===== config.mk =====
export PLATFORM = sky130hd
export DESIGN_NAME = muldiv_seq_ctrl
export DESIGN_NICKNAME = d
export VERILOG_FILES = /design/src/rtl/muldiv_seq_ctrl.sv
export SDC_FILE = /design/constraint.sdc
export NUM_CORES = 1
export LEC_CHECK = 0
export BUFFER_PORTS_ARGS = -buffer_cell sky130_fd_sc_hd__buf_2
export CORE_MARGIN = 2
export CORE_UTILIZATION = 40
export CTS_BUF_LIST = sky130_fd_sc_hd__clkbuf_4
export CTS_CLUSTER_SIZE = 25
export DETAILED_ROUTE_END_ITERATION = 16
export GPL_TIMING_DRIVEN = 0
export MAX_ROUTING_LAYER = met4
export PLACE_DENSITY_LB_ADDON = 0.05
export SETUP_SLACK_MARGIN = 0.4
export SLEW_MARGIN = 20
export SYNTH_ARGS = -nofsm -noshare
export SYNTH_HDL_FRONTEND = slang
export SYNTH_SLANG_ARGS = --single-unit

===== constraint.sdc =====
create_clock -name clk -period 2 [get_ports clk]
set_clock_uncertainty 0.2 [all_clocks]
set_input_delay 0.1 -clock clk [delete_from_list [all_inputs] [get_ports clk]]
set_output_delay 0.1 -clock clk [all_outputs]
set_load 0.01 [all_outputs]

===== src/rtl/muldiv_seq_ctrl.sv =====
// rtl/muldiv_seq_ctrl.sv - sequencing controller for the multi-cycle multiply/divide unit
// Optional feature macro: MULDIV_EARLY_OUT_EN (divide-by-zero skips the DIV state)

module muldiv_seq_ctrl #(
    parameter int MUL_LAT = 2,
    parameter int DIV_LAT = 32,
    parameter int CNT_W   = 6
) (
    input  logic             clk,
    input  logic             rst,
    input  logic             ismultE,
    input  logic             isdivE,
    input  logic             signedE,
    input  logic             cancel,
    input  logic             hold,
    input  logic             divzero,
    output logic             stall_req,
    output logic             busy,
    output logic             mul_go,
    output logic             div_go,
    output logic             signed_o,
    output logic             result_valid,
    output logic             hiwrite,
    output logic             lowrite,
    output logic [CNT_W-1:0] cnt
);

    typedef enum logic [1:0] {
        IDLE = 2'd0,
        MUL  = 2'd1,
        DIV  = 2'd2,
        DONE = 2'd3
    } stateT;

    // Counter load values: the op spends LAT cycles in MUL/DIV, exiting when cnt reaches 0
    localparam logic [CNT_W-1:0] MUL_LOAD = CNT_W'(MUL_LAT - 1);
    localparam logic [CNT_W-1:0] DIV_LOAD = CNT_W'(DIV_LAT - 1);
    localparam logic [CNT_W-1:0] CNT_ONE  = CNT_W'(1);

    stateT state;
    logic  accept;
    logic  earlyOut;

    // Accept is gated by rst so every output reads 0 while reset is asserted
    assign accept = rst && (state == IDLE) && (ismultE || isdivE) && !cancel;

`ifdef MULDIV_EARLY_OUT_EN
    // A divide by zero has no meaningful result; commit straight away
    assign earlyOut = accept && isdivE && divzero;
`else
    logic unusedDivzero;
    assign unusedDivzero = divzero;
    assign earlyOut      = 1'b0;
`endif

    // State, remaining-cycle counter and latched signed flag
    always_ff @(posedge clk or negedge rst) begin
        if (!rst) begin
            state    <= IDLE;
            cnt      <= '0;
            signed_o <= 1'b0;
        end else begin
            case (state)
                IDLE: begin
                    if (accept) begin
                        signed_o <= signedE;
                        if (earlyOut) begin
                            state <= DONE;
                            cnt   <= '0;
                        end else if (isdivE) begin
                            state <= DIV;
                            cnt   <= DIV_LOAD;
                        end else begin
                            state <= MUL;
                            cnt   <= MUL_LOAD;
                        end
                    end
                end
                MUL, DIV: begin
                    if (cancel) begin
                        state <= IDLE;
                        cnt   <= '0;
                    end else if (cnt == '0) begin
                        state <= DONE;
                    end else begin
                        cnt <= cnt - CNT_ONE;
                    end
                end
                DONE: begin
                    // The op has committed: cancel is ignored, only hold delays the write
                    if (!hold) begin
                        state <= IDLE;
                    end
                end
                default: begin
                    state <= IDLE;
                    cnt   <= '0;
                end
            endcase
        end
    end

    // Start pulses exist only in the accept cycle, so they are decoded from accept directly
    assign mul_go       = accept && !isdivE;
    assign div_go       = accept && isdivE && !earlyOut;
    assign busy         = (state == MUL) || (state == DIV);
    assign stall_req    = accept || busy;
    assign result_valid = (state == DONE);
    assign hiwrite      = (state == DONE) && !hold;
    assign lowrite      = (state == DONE) && !hold;

endmodule


==> results.cfg <==
[drt]
first_pass_iters = 4
vias = 727
drc_errors = 0
met1_length_um = 845
highest_layer = met4
wl_met3_um = 81
met2_length_mm = 1.03
wire_per_inst_um = 14.5
drtIter0Drc = 6
finalWirelength_mm = 1.97
ant_nets = 0
vias_per_cell = 5.35

[synth]
synth_top_family_by_area = simple AND/OR/NAND/NOR gates
synthesis.nets = 89
synth_enable_flop_cells = 0
ys_seq_area_frac = 0.332
synth.area.mux_share = 0.0461
postSynth.asyncResetShare = 1.00
synth-compound-area-share = 0.203
synth_fa_ha_area_frac = 0.0923
synth_top_flop_cell = dfrtp_1
synthesis.instances = 76
synth_warnings = 0
netlist_area_um2 = 678
synth-seq-cells = 9
synthDistinctLibCells = 34
yosys.area_share.simple = 0.277
synthXorXnorAreaFrac = 0
avgSynthCellArea_um2 = 8.92

[power]
p_per_area_nw_per_um2 = 1760
seqPwrFrac = 0.175
power_frac_comb = 0.747
clock_power_share = 0.078
swShare = 0.428
leakagePower_nw = 0.550
ir_drop_uv = 1080
p_switching_mw = 0.853
p_int_mw = 1.14

[timing]
fin_crit_ns = 1.83
drv_slew = 0
setup_violations = 0
hold_viol = 0
tightest_slew_ns = 0.472
setup_ws_ns = 0.173
finalCritPeriodShare = 0.914
setup_tns_ns = 0
slew_headroom = 0.684
rsz0062_at_grt = yes
max_freq_mhz = 547

[die]
start_util = 0.440
die_x_um = 45.2
ios = 22
row_count = 14
design.die.area_um2 = 2040
die_y_um = 45.2
coreArea_um2 = 1540

[hold_path]
hp-class = input pin to register

[clock_tree]
cts_sinks = 9
clkLatencyLatePin_ns = 0.26
cts-root-buf = clkbuf_4
cts_tree = built
clk_path_buf_depth = 2
cts_made_buffers = 3
clk_pin_slew_worst_paths_ns = 0.06
htree_levels = 1

[final_layout]
final_common_cell = buf_2
drive_above_1_share = 0.583
antenna_cells = 0
nFillCells = 122
syn2layout_area_growth_pct = 67.5
layout_common_cells = buf_2, buf_4, dfrtp_1
num-nets-final = 134

[global_route]
grt_antenna_before_repair = 0
grt_pass1_wl_mm = 3.32
grt_pass1_vias = 719
grt_max_degree = 10
overflow = 0
track_usage = 0.242

[critical_path]
critPathArrivalTime_ns = 1.82
critPathMaxFanout = 4
cp-end-kind = register
required_ns = 2.00
crit_type = register to register
cp-start-kind = register

[placement]
dp_slack_ns = 0.0878
portBuffers = 20
place.gp.congestion = 0.806
dp_hpwl_mm = 1.19

[outcome]
status = finished clean

[job]
max_cap_viol_count = 0
[per-stage QoR]
stage               power [mW]  hold slack, ns  instances  instance area (um2)   util
floorplan                 1.07          -0.396         76                  717      -
finish                    1.99          0.0637        136                 1140  0.737
global route              2.17          0.0806        136                 1140  0.737
CTS                       1.88          0.0548        133                 1080  0.701
global placement          1.32          -0.203        112                  837  0.543
detailed placement        1.33          -0.202        112                  837  0.543
[per-layer routing]
metal | vias up | track usage
met5 | - | -
met4 | 0 | 0.0706
met3 | 2 | 0.0840
met1 | 347 | 0.283
li1 | 361 | -
met2 | 17 | 0.391
[cells in the mapped netlist (all sizes together), types with 2 or more instances]
master / count / area (um2)
nor2: 10 / 45.0
dfrtp: 9 / 225
o21ai: 8 / 40.0
a21oi: 6 / 30.0
inv: 6 / 22.5
ha: 5 / 62.6
nor3: 4 / 31.3
mux2i: 2 / 20.0
nand2: 2 / 7.51
nand2b: 2 / 12.5
nand3b: 2 / 27.5
nor2b: 2 / 15.0
or2: 2 / 12.5
[power by group through the flow]
stage | clock network (mW) | logic [mW] | registers (mW)
global placement | 0 | 0.951 | 0.366
floorplan | 0 | 0.688 | 0.386
global route | 0.185 | 1.62 | 0.361
finish | 0.155 | 1.49 | 0.350
CTS | 0.166 | 1.37 | 0.345
detailed placement | 0 | 0.958 | 0.372
[timing repair]
action	CTS	global route
gates resized for setup	22	8
endpoints found under the hold margin	12	0
hold buffers	4	0
setup buffers	13	3
endpoints found under the setup margin	12	13
pin swaps	6	3
[critical path, cell delays in order, from the launching register on]
cell	delay, ns
dfrtp_1	0.37
inv_2	0.06
ha_4	0.28
nor2b_4	0.17
o21ba_4	0.17
or4_1	0.40
nand4_1	0.10
[logic make-up after synthesis]
| logic type | Yosys count |
|---|---|
| and+or+nand+nor | 29 |
| AOI/OAI and AO/OA | 22 |
| DFF | 9 |
| buffers and inverters | 8 |
| adders and majority gates | 5 |
| muxes | 3 |
[sequential cells by signal (all words and copies together), names as in the netlist]
register / cells
cnt: 6
state: 2
signed_o: 1
[final timing paths]
kind / start / end / slack [ns] / depth (start not counted)
max reg2reg: state[0] / cnt[0] / 0.17 / 6
max in group asynchronous: rst / cnt[0] / 1.08 / 2
max: state[0] / cnt[0] / 0.17 / 6
min in group asynchronous: rst / state[0] / 0.18 / 2
min reg2reg: signed_o / signed_o / 0.30 / 1
min: hold / state[1] / 0.06 / 4
[layout make-up]
| cell class | count | area [um2] | share of cell area |
|---|---|---|---|
| Sequential cell | 9 | 226 | 0.199 |
| Buffer | 2 | 22.5 | 0.0198 |
| Multi-Input combinational cell | 59 | 534 | 0.470 |
| Tap cell | 16 | 20.0 | 0.0176 |
| Timing Repair Buffer | 40 | 280 | 0.247 |
| Inverter | 6 | 22.5 | 0.0198 |
| Clock buffer | 4 | 30.0 | 0.0264 |
(Power assumes the default switching activity.)
